<file path="config.mk">
export PLATFORM = sky130hd
export DESIGN_NAME = hilo_mdu
export DESIGN_NICKNAME = d
export VERILOG_FILES = /design/src/rtl/hilo_mdu.sv
export SDC_FILE = /design/constraint.sdc
export NUM_CORES = 1
export LEC_CHECK = 0
export BUFFER_PORTS_ARGS = -buffer_cell sky130_fd_sc_hd__buf_2
export CAP_MARGIN = 30
export CORE_MARGIN = 2
export CORE_UTILIZATION = 45
export DETAILED_ROUTE_END_ITERATION = 10
export PLACE_DENSITY = 0.7
export SYNTH_ARGS = -nofsm -noshare
export SYNTH_HDL_FRONTEND = slang
export SYNTH_SLANG_ARGS = --single-unit
</file>
<file path="constraint.sdc">
create_clock -name clk -period 5.2 [get_ports clk]
set_input_delay 0.52 -clock clk [delete_from_list [all_inputs] [get_ports clk]]
set_output_delay 0.52 -clock clk [all_outputs]
set_load 0.01 [all_outputs]
</file>
<file path="src/rtl/hilo_mdu.sv">
// ---------------------------------------------------------------------------
// hilo_mdu
//   Iterative multiply/divide unit owning the architectural HI/LO registers.
//   Executes MULT, MULTU, DIV and DIVU in WIDTH+3 cycles (PREP, WIDTH x ITER,
//   FIX), and services MTHI/MTLO moves while idle.
//
// Ports
//   clk        : clock, all state changes on the rising edge
//   reset      : synchronous, active-high
//   start      : launch op (only honoured in IDLE)
//   op         : 00 MULT, 01 MULTU, 10 DIV, 11 DIVU
//   a, b       : rs / rt operands (multiplicand/dividend, multiplier/divisor)
//   mthi, mtlo : write wdata into HI / LO (only honoured in IDLE)
//   wdata      : move data
//   busy       : operation in flight (registered)
//   done       : one-cycle pulse when new HI/LO become visible (registered)
//   hi, lo     : HI / LO registers
//   fsm_state  : current controller state (00 IDLE, 01 PREP, 10 ITER, 11 FIX)
//
// Handshake: start/mthi/mtlo are single-cycle requests sampled on the rising
// edge only while busy is low; anything presented while busy is high is
// dropped, never queued. done marks the first cycle the results are visible.
// ---------------------------------------------------------------------------
module hilo_mdu #(
  parameter int WIDTH = 32
) (
  input  logic             clk,
  input  logic             reset,
  input  logic             start,
  input  logic [1:0]       op,
  input  logic [WIDTH-1:0] a,
  input  logic [WIDTH-1:0] b,
  input  logic             mthi,
  input  logic             mtlo,
  input  logic [WIDTH-1:0] wdata,
  output logic             busy,
  output logic             done,
  output logic [WIDTH-1:0] hi,
  output logic [WIDTH-1:0] lo,
  output logic [1:0]       fsm_state
);

  localparam int CW = $clog2(WIDTH) + 1;

  typedef enum logic [1:0] {
    S_IDLE = 2'd0,
    S_PREP = 2'd1,
    S_ITER = 2'd2,
    S_FIX  = 2'd3
  } state_t;

  state_t state, state_nxt;

  logic [CW-1:0]      count;
  logic [1:0]         op_q;
  logic [WIDTH-1:0]   a_q, b_q;
  logic [WIDTH-1:0]   mag_a, mag_b;
  logic               neg_q, neg_r;
  logic [2*WIDTH-1:0] acc;

  logic               is_div, is_signed;
  logic [WIDTH-1:0]   abs_a, abs_b;
  logic [WIDTH:0]     mul_sum;
  logic [WIDTH:0]     rem_sh, rem_sub;
  logic               rem_ge;
  logic [2*WIDTH-1:0] prod_fix;
  logic [WIDTH-1:0]   quo_fix, rmd_fix;

  assign fsm_state = state;

  // ------------------------------------------------------------------
  // Controller
  // ------------------------------------------------------------------
  always_ff @(posedge clk) begin
    if (reset) state <= S_IDLE;
    else       state <= state_nxt;
  end

  always_comb begin
    state_nxt = state;
    case (state)
      S_IDLE: if (start) state_nxt = S_PREP;
      S_PREP: state_nxt = S_ITER;
      S_ITER: if (count == CW'(WIDTH - 1)) state_nxt = S_FIX;
      S_FIX:  state_nxt = S_IDLE;
      default: state_nxt = S_IDLE;
    endcase
  end

  // busy/done are flops so the stall logic sees no path from start.
  always_ff @(posedge clk) begin
    if (reset) begin
      busy <= 1'b0;
      done <= 1'b0;
    end else begin
      busy <= (state_nxt != S_IDLE);
      done <= (state == S_FIX);
    end
  end

  // ------------------------------------------------------------------
  // Datapath helpers
  // ------------------------------------------------------------------
  assign is_div    = op_q[1];
  assign is_signed = ~op_q[0];

  // Magnitude of the most negative value wraps to itself, which is the
  // correct unsigned magnitude 2^(WIDTH-1).
  assign abs_a = (is_signed && a_q[WIDTH-1]) ? -a_q : a_q;
  assign abs_b = (is_signed && b_q[WIDTH-1]) ? -b_q : b_q;

  // Shift-add: upper half plus multiplicand, carry kept for the shift.
  assign mul_sum = {1'b0, acc[2*WIDTH-1:WIDTH]} + {1'b0, mag_a};

  // Restoring divide: acc holds {remainder, dividend bits/quotient bits};
  // shift the next dividend bit into the partial remainder and trial-subtract.
  assign rem_sh  = {acc[2*WIDTH-1:WIDTH], acc[WIDTH-1]};
  assign rem_sub = rem_sh - {1'b0, mag_b};
  assign rem_ge  = (rem_sh >= {1'b0, mag_b});

  assign prod_fix = neg_q ? -acc : acc;
  assign quo_fix  = neg_q ? -acc[WIDTH-1:0] : acc[WIDTH-1:0];
  assign rmd_fix  = neg_r ? -acc[2*WIDTH-1:WIDTH] : acc[2*WIDTH-1:WIDTH];

  // ------------------------------------------------------------------
  // Datapath registers
  // ------------------------------------------------------------------
  always_ff @(posedge clk) begin
    if (reset) begin
      count <= '0;
      op_q  <= '0;
      a_q   <= '0;
      b_q   <= '0;
      mag_a <= '0;
      mag_b <= '0;
      neg_q <= 1'b0;
      neg_r <= 1'b0;
      acc   <= '0;
      hi    <= '0;
      lo    <= '0;
    end else begin
      case (state)
        S_IDLE: begin
          if (mthi) hi <= wdata;
          if (mtlo) lo <= wdata;
          if (start) begin
            op_q <= op;
            a_q  <= a;
            b_q  <= b;
          end
        end
        S_PREP: begin
          count <= '0;
          mag_a <= abs_a;
          mag_b <= abs_b;
          neg_q <= is_signed & (a_q[WIDTH-1] ^ b_q[WIDTH-1]);
          neg_r <= is_signed & a_q[WIDTH-1];
          // Multiply shifts the multiplier out of the low half; divide
          // shifts the dividend out of the low half.
          acc   <= is_div ? {{WIDTH{1'b0}}, abs_a} : {{WIDTH{1'b0}}, abs_b};
        end
        S_ITER: begin
          count <= count + CW'(1);
          if (is_div) begin
            if (rem_ge) acc <= {rem_sub[WIDTH-1:0], acc[WIDTH-2:0], 1'b1};
            else        acc <= {rem_sh[WIDTH-1:0],  acc[WIDTH-2:0], 1'b0};
          end else begin
            if (acc[0]) acc <= {mul_sum, acc[WIDTH-1:1]};
            else        acc <= {1'b0, acc[2*WIDTH-1:1]};
          end
        end
        S_FIX: begin
          if (!is_div) begin
            hi <= prod_fix[2*WIDTH-1:WIDTH];
            lo <= prod_fix[WIDTH-1:0];
          end else if (b_q == '0) begin
            hi <= a_q;
            lo <= '1;
          end else begin
            hi <= rmd_fix;
            lo <= quo_fix;
          end
        end
        default: ;
      endcase
    end
  end

endmodule

</file>
== Yosys cells after proc, flatten, opt, wreduce, memory -nomap -nowiden ==
Index checks and enable logic that the tools add are counted.

* Add/sub/neg operators: 8
* Order comparisons: 1
* Eq/ne operators: 6
* Multiplexer cells: 22
* Bitwise gates (word level): 4
* Reductions and logical operators: 10

{| class="wikitable"
|+ Operators with widths
! cell !! number
|-
| two-way mux 32 bit || 11
|-
| two-way mux 64 bit || 4
|-
| negation 32 bit || 4
|-
| one-hot mux 32 bit (2 select lines) || 2
|-
| one-hot mux 64 bit (2 select lines) || 1
|-
| negation 64 bit || 1
|-
| adder 32 x 32 -> 33 bit || 1
|-
| >= comparator 33 x 32 -> 1 bit || 1
|-
| zero test 32 bit || 1
|-
| subtractor 32 bit || 1
|-
| one-hot mux 6 bit (2 select lines) || 1
|-
| one-hot mux 2 bit (4 select lines) || 1
|-
| adder 6 x 1 -> 6 bit, second input constant || 1
|-
| equality test 6 x 5 -> 1 bit, second input constant || 1
|-
| AND reduction 2 bit || 3
|-
| nonzero test 2 bit || 3
|-
| equality test 2 bit, second input constant || 2
|-
| two-way mux 2 bit || 2
|-
| != test 2 bit, second input constant || 2
|-
| bitwise AND 1 bit || 2
|-
| equality test 2 x 1 -> 1 bit, second input constant || 1
|-
| logical AND 1 bit || 2
|-
| zero test 2 bit || 1
|-
| NOT 1 bit || 1
|-
| XOR 1 bit || 1
|}

* Flip-flop bits (word level): 270
* Input bits: 103
* Output and inout port bits: 68

== Longest topological paths before layout ==
* Depth in word-level cells: 5
* Gate-level depth with buffers: 14
* Gate-level depth less buffers: 13

== Worst setup path after synthesis ==
OpenSTA, ideal clock, no wires.

* Path type: flip-flop to flip-flop
* From: register acc[12]
* To: register hi[26]
* Setup time: 0.117 ns
* Data arrival time: 3.441 ns
* Data required time: 5.083 ns
* Path slack: 1.642 ns
* Cell stages (with the launch flop): 11
* Path through: dfxtp_1 -> or4_4 -> or4_4 -> or4_1 -> or4_4 -> or2_1 -> buf_6 -> or4_4 -> mux2i_1 -> o21ai_0 -> a22o_1

* Word-level cells in the longest chain between the ends: 4

{| class="wikitable"
|+ Ends and longest elaborated chain
! item !! RTL line !! source
|-
| start, declared || 59 || <nowiki>logic [2*WIDTH-1:0] acc;</nowiki>
|-
| start signal, assigned || 160 || <nowiki>acc <= is_div ? {{WIDTH{1'b0}}, abs_a} : {{WIDTH{1'b0}}, abs_b};</nowiki>
|-
| start signal, assigned || 165 || <nowiki>if (rem_ge) acc <= {rem_sub[WIDTH-1:0], acc[WIDTH-2:0], 1'b1};</nowiki>
|-
| start signal, assigned || 166 || <nowiki>else acc <= {rem_sh[WIDTH-1:0], acc[WIDTH-2:0], 1'b0};</nowiki>
|-
| negation 64 bit || 121 || <nowiki>assign prod_fix = neg_q ? -acc : acc;</nowiki>
|-
| two-way mux 64 bit || 121 ||
|-
| two-way mux 32 bit || 173 || <nowiki>if (!is_div) begin</nowiki>
|-
| one-hot mux 32 bit (2 select lines) || 142 || <nowiki>case (state)</nowiki>
|-
| end signal, assigned || 144 || <nowiki>if (mthi) hi <= wdata;</nowiki>
|-
| end signal, assigned || 174 || <nowiki>hi <= prod_fix[2*WIDTH-1:WIDTH];</nowiki>
|-
| end signal, assigned || 177 || <nowiki>hi <= a_q;</nowiki>
|-
| end, declared || 38 || <nowiki>output logic [WIDTH-1:0] hi,</nowiki>
|}

No other way between the ends.
A chain may end at the register's enable or synchronous reset.

== Worst setup path after layout ==
* From: register acc[2]
* To: register hi[14]

Same word-level chain as after synthesis.

==> qor.yml <==
detailed_routing:
  wire_per_inst_microns: 22.9
  viasPerCell: 6.29
  drt_iter0_drc: 2165
  ant_nets: 0
  wl_microns: 70500
  dr_total_vias: 19400
  drtPass1Iterations: 6
  drc: 0
sta:
  rsz0062_at_grt: "false"
  relSlewSlack: 0.263
  final_max_slew_viol_count: 0
  max_clock_freq_mhz: 253
  finalSetupViolations: 0
  hold_viol: 0
  fin_crit_sh: 0.760
  worst_clock_skew_ns: 0.0225
  tns_ns: 0
  period_minus_slack_ns: 3.95
  worst_pin_slew_ns: 1.10
global_routing:
  grt_usage: 0.311
  grt_max_degree: 98
  antenna_found_initial: 0
  grt_pass1_vias: 17600
  overflow: 0
  grt_pass1_wl_microns: 106000
hold_path:
  hold_depth: 3
  hold_path_class: "primary input to flop"
logic_synthesis:
  avgSynthCellArea_sq_um: 7.57
  synth.distinct_cells: 75
  synth_edf_count: 0
  synth_cells: 2474
  synth.area.top_cells: "dfxtp_1 (29%), nand2_1 (6.6%), a21oi_1 (6.6%)"
  synthFlopType: "dfxtp_1"
  synth_top_area_frac: 0.289
  yosys_register_bits: 270
  seq_area_frac_synth: 0.289
  syn_area_sq_mm: 0.0187
  synth_nets: 2652
  async_flop_share: 0
  ys.warnings.count: 0
  yosys.area.top_type: "dfxtp_1"
clock_network:
  htree_levels: 1
  cts_resized: 0
  cts_tree: "done"
  clockBufferDepth: 3
  ctsHoldBuffers: 0
  cts_sinks: 270
  numCtsBuffers: 30
  cts_setup_buffers: 0
  insertion_delay_ns: 0.59
  cts.clk_slew.worst_paths_ns: 0.06
  cts-root-buf: "clkbuf_16"
finish:
  final_common_cell: "nand2_1"
  multiInputGateArea_sq_mm: 0.0122
  fin_util: 0.512
  drive_above_1_share: 0.123
  regArea_sq_mm: 0.00541
  diodes: 0
  final_cell_mix: "nand2_1 (329), dfxtp_1 (268), nor2_1 (260), a21oi_1 (245), buf_2 (169)"
  area_growth_pct: 11.9
  nFillCells: 4021
  fin_nets: 2700
  final_cell_area_sq_mm: 0.0210
floorplan:
  die_w_microns: 208
  ios: 171
  initial_utilization: 0.458
  die_h_microns: 208
  rows: 74
  die_area_sq_mm: 0.0433
  coreArea_sq_mm: 0.0409
worst_setup_path:
  cp.arrival_ns: 4.39
  ff2ff_setup_slack_ns: 1.25
  critical_path_required_ns: 5.64
  crit_path_start_kind: "flop"
  crit_path_cell_trace: "nor4_1 -> nand4_1 -> or4_2 -> or2_2 -> o31ai_1 -> xor2_1 -> o32ai_1 -> a211oi_1 -> nor3_1"
  reg2regPathDepth: 9
  max_stage_delay_ns: 0.86
  worst-path-max-fanout: 6
  end_kind: "flop"
  crit_type: "flop to flop"
  slowest_stage: "or4_2"
place:
  postPlaceCellArea_sq_mm: 0.0199
  dpl.hpwl_microns: 54100
  portBuffers: 170
  gp_congestion: 1.01
pwr:
  ir_drop_mv: 0.292
  power.density_mw_per_mm2: 374
  power_leakage_nw: 8.35
outcome:
  outcome: "finished, final reports clean"
job:
  cap_violations: 0
==> critical path: cells and delay by family (launching register included) <==
kind / cells / cell delay [ns]
flops: 1 / 0.34
simple gates: 5 / 2.66
compound gates: 3 / 0.60
xor+xnor: 1 / 0.21
==> sequential cells by signal, indices dropped and copies added (netlist names), 2 cells and up <==
signal	count
fsm_state	2
hi	32
count	6
a_q	32
op_q	2
acc	64
mag_b	32
b_q	32
mag_a	32
lo	32
==> metal layers <==
metal | vias to the layer above | track usage | wire length [microns]
li1 | 8983 | - | -
met1 | 9173 | 0.433 | 29600
met2 | 1021 | 0.482 | 31000
met3 | 178 | 0.0631 | 7310
met4 | 0 | 0.101 | 2700
met5 | - | 0 | 0
==> cell type report <==
cell class              count  share of cell area
well taps                 532              0.0318
flip-flops and latches    270               0.258
clock inverters             7             0.00901
inverters                  99              0.0177
clock buffers              48              0.0434
repair buffers            208              0.0557
multi-input cells        1913               0.584
==> cell families after synthesis <==
logic type	Yosys count	synth area share
xor+xnor	203	0.0949
buf+inv	291	0.0590
mux	71	0.0545
simple gates	804	0.189
flops	270	0.289
compound gates	760	0.263
fa+ha+maj	75	0.0509
==> cells in the mapped netlist, types with 6 or more instances <==
cell,n
a21oi_1,246
nand3_1,29
or3_1,18
o21ai_0,125
nor3_1,38
nor2b_1,19
xor2_1,75
nand2b_1,12
dfxtp_1,270
or2_2,10
o221ai_1,29
mux2_2,7
o211ai_1,31
nor4_1,18
ha_1,73
nand2_1,331
clkbuf_1,174
a221oi_1,6
a22o_1,12
mux2i_1,40
a311oi_1,8
o21bai_1,7
mux4_2,24
o41ai_1,22
nor2_1,261
a31oi_1,23
a32o_1,8
nand4_1,19
o31ai_1,34
o22ai_1,10
buf_1,13
inv_1,94
a21o_1,29
a211oi_1,116
or4_1,19
a211o_1,14
xnor2_1,128
==> where the power goes <==
| part | leakage (nW) | total (mW) | internal [mW] | switching, mW |
|---|---|---|---|---|
| clock network | 0.533 | 2.39 | 1.48 | 0.908 |
| logic | 5.61 | 2.83 | 1.01 | 1.82 |
| registers | 2.21 | 2.62 | 2.32 | 0.306 |
==> per-stage QoR <==
stage          total power, mW  hold WS, ns  instances  setup slack (ns)
2_1_floorplan             4.46        0.450       2474              1.64
3_3_place_gp              5.34        0.435       3020              1.44
3_5_place_dp              5.39        0.439       3022              1.38
4_1_cts                   7.77        0.162       3077              1.38
5_1_grt                   8.16        0.177       3077              1.00
6_report                  7.84        0.175       3077              1.25
==> final timing paths <==
path	start	endpoint
setup / recovery	acc[2]	hi[14]
hold / removal	op[1]	op_q[1]
setup reg to reg	acc[2]	hi[14]
hold reg to reg	lo[29]	lo[29]
No activity file was read; power rests on OpenSTA's default activity.
